`config.mk`:
```
export PLATFORM = sky130hd
export DESIGN_NAME = nmea_stream_sender_flat
export DESIGN_NICKNAME = d
export VERILOG_FILES = /design/src/rtl/nmea_stream_sender_if.sv /design/src/rtl/nmea_stream_sender.sv /design/src/flat_wrapper.sv
export SDC_FILE = /design/constraint.sdc
export NUM_CORES = 1
export LEC_CHECK = 0
export BUFFER_PORTS_ARGS = -buffer_cell sky130_fd_sc_hd__buf_2
export CAP_MARGIN = 30
export CORE_MARGIN = 1.5
export CORE_UTILIZATION = 25
export DETAILED_ROUTE_END_ITERATION = 8
export PLACE_DENSITY_LB_ADDON = 0.15
export SYNTH_ARGS = -nofsm -noshare
export SYNTH_HDL_FRONTEND = slang
export SYNTH_SLANG_ARGS = --single-unit
```
`constraint.sdc`:
```
create_clock -name clock -period 2.1 [get_ports clock]
set_input_delay 0.42 -clock clock [delete_from_list [all_inputs] [get_ports clock]]
set_output_delay 0.42 -clock clock [all_outputs]
set_load 0.02 [all_outputs]
```
`src/rtl/nmea_stream_sender_if.sv`:
```
// Byte-stream bus of the NMEA sentence sender: load/config inputs plus the
// valid/ready character handshake and status outputs.
interface nmea_stream_sender_if #(
  parameter int B  = 8,
  parameter int L  = 32,
  parameter int LW = 6
);
  logic           load;
  logic [L*B-1:0] signal;
  logic [LW-1:0]  length;
  logic           repeat_en;
  logic           abort;
  logic           ready;
  logic           valid;
  logic [B-1:0]   data;
  logic           busy;
  logic           done;

  modport master (
    input  load, signal, length, repeat_en, abort, ready,
    output valid, data, busy, done
  );

  modport slave (
    output load, signal, length, repeat_en, abort, ready,
    input  valid, data, busy, done
  );
endinterface

```
`src/rtl/nmea_stream_sender.sv`:
```
// Streams one buffered NMEA sentence (char 0 first) over valid/ready, one-shot or repeating.
// Optional macro NMEA_CHECKSUM_EN replaces the two chars after '*' with the running XOR in hex.
module nmea_stream_sender #(
  parameter int B   = 8,
  parameter int L   = 32,
  parameter int LW  = 6,
  parameter int GAP = 2
) (
  input  logic clock,
  input  logic reset,
  nmea_stream_sender_if.master bus
);

  localparam int            GW       = (GAP > 1) ? $clog2(GAP) : 1;
  localparam logic [GW-1:0] GAP_LAST = GW'((GAP > 0) ? GAP - 1 : 0);
  localparam logic [LW-1:0] LMAX     = LW'(L);

  typedef enum logic [1:0] {ST_IDLE, ST_SEND, ST_GAP} state_t;

  state_t         state_q, state_d;
  logic [L*B-1:0] buf_q, buf_d;
  logic [LW-1:0]  len_q, len_d;
  logic [LW-1:0]  index_q, index_d;
  logic           rep_q, rep_d;
  logic [GW-1:0]  gap_q, gap_d;

  logic [L*B-1:0] shifted;
  int unsigned    sh_amt;
  logic [B-1:0]   cur_char;
  logic [B-1:0]   tx_char;
  logic           hs, last, start;

  // char[index] is brought to the top of the buffer by shifting left
  assign sh_amt   = 32'(index_q) * B;
  assign shifted  = buf_q << sh_amt;
  assign cur_char = shifted[L*B-1 -: B];

  assign hs    = (state_q == ST_SEND) && bus.ready;
  assign last  = (index_q == len_q - 1'b1);
  assign start = (state_q == ST_IDLE) && bus.load && (bus.length != '0) && !bus.abort;

  always_comb begin
    state_d = state_q;
    buf_d   = buf_q;
    len_d   = len_q;
    index_d = index_q;
    rep_d   = rep_q;
    gap_d   = gap_q;
    case (state_q)
      ST_IDLE: begin
        if (start) begin
          buf_d   = bus.signal;
          len_d   = (bus.length > LMAX) ? LMAX : bus.length;
          rep_d   = bus.repeat_en;
          index_d = '0;
          state_d = ST_SEND;
        end
      end
      ST_SEND: begin
        if (hs) begin
          if (!last) begin
            index_d = index_q + 1'b1;
          end else begin
            index_d = '0;
            if (!rep_q) begin
              state_d = ST_IDLE;
            end else if (GAP > 0) begin
              state_d = ST_GAP;
              gap_d   = '0;
            end
          end
        end
      end
      ST_GAP: begin
        if (gap_q == GAP_LAST) state_d = ST_SEND;
        else                   gap_d   = gap_q + 1'b1;
      end
      default: state_d = ST_IDLE;
    endcase
    // abort wins over load and over any handshake in the same cycle
    if (bus.abort) begin
      state_d = ST_IDLE;
      index_d = '0;
    end
  end

`ifdef NMEA_CHECKSUM_EN
  localparam logic [B-1:0] CH_DOLLAR = B'(8'h24);
  localparam logic [B-1:0] CH_STAR   = B'(8'h2A);

  logic [B-1:0] acc_q, acc_d;
  logic         sum_q, sum_d;
  logic [1:0]   repl_q, repl_d;

  function automatic logic [B-1:0] hex_digit(input logic [3:0] n);
    return (n < 4'd10) ? B'(8'h30 + {4'h0, n}) : B'(8'h37 + {4'h0, n});
  endfunction

  // repl counts the characters still to be overwritten after '*'
  always_comb begin
    acc_d  = acc_q;
    sum_d  = sum_q;
    repl_d = repl_q;
    if (bus.abort || start || (hs && last)) begin
      acc_d  = '0;
      sum_d  = 1'b0;
      repl_d = 2'd0;
    end else if (hs) begin
      if (index_q == '0) begin
        acc_d  = '0;
        sum_d  = (cur_char == CH_DOLLAR);
        repl_d = 2'd0;
      end else if (sum_q) begin
        if (cur_char == CH_STAR) begin
          sum_d  = 1'b0;
          repl_d = 2'd2;
        end else begin
          acc_d = acc_q ^ cur_char;
        end
      end else if (repl_q != 2'd0) begin
        repl_d = repl_q - 2'd1;
      end
    end
  end

  always_comb begin
    tx_char = cur_char;
    if (repl_q == 2'd2)      tx_char = hex_digit(acc_q[7:4]);
    else if (repl_q == 2'd1) tx_char = hex_digit(acc_q[3:0]);
  end

  always_ff @(posedge clock) begin
    if (!reset) begin
      acc_q  <= '0;
      sum_q  <= 1'b0;
      repl_q <= 2'd0;
    end else begin
      acc_q  <= acc_d;
      sum_q  <= sum_d;
      repl_q <= repl_d;
    end
  end
`else
  assign tx_char = cur_char;
`endif

  assign bus.valid = (state_q == ST_SEND);
  assign bus.data  = (state_q == ST_SEND) ? tx_char : '0;
  assign bus.busy  = (state_q != ST_IDLE);
  assign bus.done  = hs && last && !bus.abort;

  always_ff @(posedge clock) begin
    if (!reset) begin
      state_q <= ST_IDLE;
      buf_q   <= '0;
      len_q   <= '0;
      index_q <= '0;
      rep_q   <= 1'b0;
      gap_q   <= '0;
    end else begin
      state_q <= state_d;
      buf_q   <= buf_d;
      len_q   <= len_d;
      index_q <= index_d;
      rep_q   <= rep_d;
      gap_q   <= gap_d;
    end
  end

endmodule

```
`src/flat_wrapper.sv`:
```
// flat-port wrapper written by rule: the top's interface ports become plain ports
module nmea_stream_sender_flat 
#(
  parameter int B   = 8,
  parameter int L   = 32,
  parameter int LW  = 6,
  parameter int GAP = 2
)
  (clock, reset, bus_load, bus_signal, bus_length, bus_repeat_en, bus_abort, bus_ready, bus_valid, bus_data, bus_busy, bus_done);
  nmea_stream_sender_if #(.B(B), .L(L), .LW(LW)) bus_i ();
  input  logic clock;
  input  logic reset;
  input wire logic [$bits(bus_i.load)-1:0] bus_load;
  input wire logic [$bits(bus_i.signal)-1:0] bus_signal;
  input wire logic [$bits(bus_i.length)-1:0] bus_length;
  input wire logic [$bits(bus_i.repeat_en)-1:0] bus_repeat_en;
  input wire logic [$bits(bus_i.abort)-1:0] bus_abort;
  input wire logic [$bits(bus_i.ready)-1:0] bus_ready;
  output wire logic [$bits(bus_i.valid)-1:0] bus_valid;
  output wire logic [$bits(bus_i.data)-1:0] bus_data;
  output wire logic [$bits(bus_i.busy)-1:0] bus_busy;
  output wire logic [$bits(bus_i.done)-1:0] bus_done;
  assign bus_i.load = bus_load;
  assign bus_i.signal = bus_signal;
  assign bus_i.length = bus_length;
  assign bus_i.repeat_en = bus_repeat_en;
  assign bus_i.abort = bus_abort;
  assign bus_i.ready = bus_ready;
  assign bus_valid = bus_i.valid;
  assign bus_data = bus_i.data;
  assign bus_busy = bus_i.busy;
  assign bus_done = bus_i.done;
  nmea_stream_sender #(.B(B), .L(L), .LW(LW), .GAP(GAP)) u_core (.clock(clock), .reset(reset), .bus(bus_i));
endmodule
```
Word level (Yosys, flattened, before mapping) --
Cells that the tools add are included.
Storage, ports and cells: register bits after elaboration 272, output and inout port bits 11
Operators by class: bitwise operators 1, shifts and indexed selects 1, equal/unequal tests 8, reductions and logical operators 17, muxes and demuxes 17, add/subtract/negate cells 3, $lt $le $gt $ge 1
Operators by type and width (count):
- $shl A256 B9 Y256 | 1
- $mux W6 | 4
- $pmux W6 S2 | 1
- $mux W2 | 5
- $ne A2 B1 Y1 const B | 5
- $mux W8 | 1
- $reduce_and A4 Y1 | 2
- $add A6 B1 Y6 const B | 1
- $eq A6 B6 Y1 | 1
- $gt A6 B6 Y1 const B | 1
- $logic_and A1 B1 Y1 | 6
- $pmux W2 S3 | 1
- $reduce_bool A2 Y1 | 3
- $reduce_bool A6 Y1 | 1
- $sub A6 B1 Y6 const B | 1
- $mux W1 | 4
- $reduce_and A3 Y1 | 1
- $eq A2 B1 Y1 const B | 1
- $eq A2 B2 Y1 const B | 1
- $logic_not A2 Y1 | 1
- $pmux W1 S2 | 1
- $reduce_and A2 Y1 | 1
- $reduce_or A2 Y1 | 1
- $add A1 B1 Y1 const B | 1
- 2 further kinds | 2

Logic depth before layout (Yosys ltp) --
word-level depth 6, gate-level depth with buffers 10, depth with buffers taken out 7

Worst setup path before layout --
Ideal clock, no wire load.
path kind register to output, start point reg u_core.index_q[1], end point out bus_data[3], stages on the path, launching flop included 9, data arrival time 1.908 ns, setup slack -0.228 ns, path through dfxtp_1 buf_4 buf_4 buf_6 buf_4 mux2i_1 a22oi_1 nand3_1 a311oi_1
Between the ends: word-level cells in the longest chain between the ends 2
RTL lines:
- from (decl) | line nmea_stream_sender.sv:23 | logic [LW-1:0] index_q, index_d;
- from (signal assigned) | line nmea_stream_sender.sv:164 | index_q <= index_d;
- $shl A256 B9 Y256 | line nmea_stream_sender.sv:35 | assign shifted = buf_q << sh_amt;
- $mux W8 | line nmea_stream_sender.sv:148 | assign bus.data = (state_q == ST_SEND) ? tx_char : '0;
- to (decl) | line flat_wrapper.sv:20 | output wire logic [$bits(bus_i.data)-1:0] bus_data;
No other way between the ends.

Worst setup path in the final report --
start point reg u_core.index_q[2], end point out bus_data[4]
The elaborated chain is that of the path after synthesis.

==> results.rst <==
.. list-table::
   :header-rows: 1

   * - Metric
     - Value
   * - Result of the run
     - finished, violations left
   * - Failing checks
     - negative setup slack
   * - Leakage power
     - 0.00651 uW
   * - CTS tree
     - done
   * - Synth Instances
     - 1423
   * - DR DRC count
     - 0
   * - Hold Crit Depth
     - 3
   * - Final clock skew
     - 0.0157 ns
   * - Maximum count of clock buffers along a single path
     - 3
   * - Worst Hold Margin
     - 0.127 ns
   * - # port buffers
     - 278
   * - ANT cells
     - 0
   * - Category of cells accounting for the largest share of critical-path delay
     - multiplexers
   * - Max-capacitance violation count
     - 0
   * - Power share of the clock group
     - 46.6%
   * - Register-to-Register Setup Slack
     - 0.05 ns
   * - Hold Path Origin
     - bus_signal[27]
   * - Kind of critical path
     - reg -> out
   * - Cells along the critical path
     - buf_12 -> mux4_2 -> mux2_4 -> a221oi_2 -> buf_4 -> a211oi_4 -> buf_6
   * - Global-route wire length before repair
     - 69700 um
   * - Buffer type at the clock tree root
     - clkbuf_16
   * - Leading register cell type out of synthesis
     - dfxtp_1
   * - TritonCTS buffer count
     - 35
   * - Routed WL per cell
     - 19.1 um
   * - Net total in the final layout
     - 2011
   * - Met2 layer wire length in the routed design
     - 21500 um
   * - Via density per instance
     - 4.53
   * - Most frequent standard cell in the layout excluding fill and tap cells
     - nand2_1
   * - Endpoint kind of the worst setup timing path
     - output pin
   * - Commonest non-fill, non-tap cells in the layout
     - 527 x nand2_1, 268 x buf_2, 267 x dfxtp_1, 260 x a21boi_1, 88 x buf_4
   * - Total Routing Usage GR
     - 17.8%
   * - DR top layer
     - met4
   * - Antenna Nets Post-Route
     - 0
   * - Met3 Routed Length
     - 2140 um
   * - Effective utilization at floorplan
     - 25.3%
   * - Detailed-routing iteration count for the pre-antenna-repair pass
     - 4
   * - Final worst setup slack
     - -0.879 ns
   * - Via count
     - 11022
   * - Clock H-tree levels
     - 2
   * - Number of enable flip-flop cells after synthesis
     - 0
   * - Crit path buf inv count
     - 3
   * - CTS Hold Bufs
     - 0
   * - Later-pin clock latency in the skew report
     - 0.54 ns
   * - Max-slew violations
     - 0
   * - Synthesis-stage register bit count
     - 272
   * - GPL Wtd Cong
     - 0.829
   * - Reg2Reg Launch Point
     - u_core.len_q[1]
   * - Unrepaired setup endpoints after global routing
     - true
   * - Y dimension of the die
     - 228 um
   * - Post-route met1 wirelength
     - 21600 um
   * - Leftover overflow at the end of global routing
     - 0
   * - Setup violations, final
     - 9
   * - Part of the power in combinational logic
     - 10.4%
   * - Cell Rows
     - 82
   * - F_max
     - 0.336 GHz
   * - Syn Std Cell Area
     - 12700 um2
   * - Top cells by area, synth
     - dfxtp_1 43%, nand2_1 16%, a21boi_1 15%
   * - Required time at the endpoint of the critical path
     - 1.68 ns
   * - Worst relative slew slack
     - 65.2%
   * - Maximum resistive drop on vdd
     - 0.000389 V
   * - Initial antenna violation count
     - 0
   * - Filler Cell Count
     - 5253
   * - R2r endpoint
     - u_core.index_q[4]
   * - Share of layout cells above drive strength 1
     - 31.7%
   * - Kind of launch point of the worst setup path
     - register
   * - Largest stage delay on the critical path
     - 0.50 ns
   * - Int Pwr
     - 9770 uW
   * - Fraction of the yosys area taken by sequential cells
     - 42.9%
   * - Clk slew on worst S/H paths
     - 0.05 ns
   * - Switching power summed over all nets
     - 3170 uW
   * - YS warnings
     - 0
   * - Clock sink total
     - 272
   * - Sequential power share
     - 43.0%
   * - Final-report hold violation count
     - 0
   * - Pwr Total
     - 12900 uW
   * - Fraction of registers with async set/reset
     - 0%
   * - Post-synth cell types
     - 56
   * - Minimum clock period after layout
     - 2.98 ns
   * - Number of global-route vias before repair
     - 11257
   * - Iteration-0 DRC Markers
     - 555
   * - Die width
     - 228 um
   * - Least-Margin Pin Slew
     - 0.520 ns
   * - Share of total power consumed by net switching
     - 24.5%
   * - Share of the cycle needed by the critical path after routing
     - 142%
   * - Total length of routed wires
     - 46500 um
   * - Number of nets produced by synthesis
     - 1693
   * - Number of cells traversed by the worst register-to-register path
     - 9
   * - Terminating pin of the worst hold path
     - u_core.buf_q[27]
   * - Arrival time at the worst endpoint
     - 2.56 ns
   * - Fraction of post-synthesis cell area in the top cell type by area
     - 42.9%
   * - Worst Hold Class
     - in -> reg
   * - Cell taking the most area after synthesis
     - dfxtp_1
   * - Total Die Area
     - 52100 um2
   * - Total I/O pin count
     - 279
   * - Pre-CTS setup slack
     - -0.443 ns
   * - Core region area
     - 50200 um2
   * - Largest net degree at the start of global routing
     - 120
   * - Worst-path cell with the longest stage delay
     - mux4_2
   * - Worst Path Max Fanout
     - 7
   * - Power density over the cells
     - 758 nW/um2
   * - Detailed Place HPWL
     - 35200 um
   * - Syn avg cell area
     - 8.92 um2
   * - Area growth from synthesis to final layout
     - 34.4%
layout make-up:
cell class | count | area [um2] | share of cell area (%)
inverters | 4 | 15.0 | 0.0880
clock buffers | 50 | 1060 | 6.19
repair buffers | 399 | 2800 | 16.4
clock inverters | 8 | 92.6 | 0.543
well taps | 672 | 841 | 4.93
flip-flops and latches | 272 | 5460 | 32.0
multi-input cells | 1029 | 6800 | 39.8
metrics by stage:
stage | std cells | utilization, % | setup TNS (ns) | instance area [um2]
floorplan | 1423 | - | 0 | 12900
global placement | 2357 | 30.6 | -5.62 | 15300
detailed placement | 2357 | 30.6 | -7.06 | 15300
CTS | 2434 | 33.9 | -9.67 | 17000
global route | 2434 | 34.0 | -8.11 | 17100
finish | 2434 | 34.0 | -7.26 | 17100
logic make-up (layout without fill, tap and decap cells):
group / after synthesis / count (layout) / synth area share [%]
fa+ha+maj: 2 / 2 / 0.197
compound gates: 338 / 338 / 19.9
xor+xnor: 10 / 10 / 0.690
simple gates: 583 / 583 / 18.3
flops: 272 / 272 / 42.9
buf+inv: 122 / 461 / 6.23
mux: 96 / 96 / 11.8
cells in the mapped netlist, drive strengths merged, types with 8 or more instances:
cell type  count
dfxtp        272
buf           84
a22oi          9
a21oi         21
mux4          40
nor2b         11
xnor2          8
nand2        530
a22o           8
mux2i         48
mux2           8
nor3           9
a21boi       261
clkbuf        33
per-layer routing:
layer  track usage [%]  vias to the layer above
met5                 0                        -
met1              23.4                     5256
met4              5.96                        0
met3              3.57                       53
li1                  -                     5474
met2              29.0                      239
power groups by stage:
| stage | registers, uW | clock network (uW) | logic, uW |
|---|---|---|---|
| finish | 5560 | 6030 | 1350 |
| global route | 5580 | 6410 | 1490 |
| CTS | 5560 | 6230 | 1370 |
| detailed placement | 5670 | 0 | 1340 |
| global placement | 5670 | 0 | 1330 |
| floorplan | 5600 | 0 | 757 |
timing repair:
item                                    4_1_cts  5_1_grt
gates resized for setup                      63       15
cloned                                        4        0
setup buffers                                21        6
pin swaps                                    29       16
endpoints found under the setup margin       13       16
flip-flops by register name, summed over array words and instances (netlist names):
name and count:
u_core.len_q 6, u_core.rep_q 1, u_core.state_q 2, u_core.buf_q 256, u_core.index_q 6, u_core.gap_q 1
how the worst max path moves through the flow:
stage / start / endpoint / slack [ns] / cells after the start
2_1_floorplan: u_core.index_q[2] / bus_data[0] / 0.007 / 6
3_3_place_gp: u_core.index_q[2] / bus_data[5] / -0.42 / 7
3_5_place_dp: u_core.index_q[2] / bus_data[1] / -0.44 / 7
4_1_cts: u_core.index_q[2] / bus_data[4] / -0.95 / 7
5_1_grt: u_core.index_q[2] / bus_data[4] / -0.97 / 7
6_report: u_core.index_q[2] / bus_data[4] / -0.88 / 7
tightest hold or removal path, delay by kind of cell:
kind            cells  cell delay [ns]
buf+inv             1             0.10
simple gates        1             0.05
compound gates      1             0.05
Power figures use the tool's default switching activity.
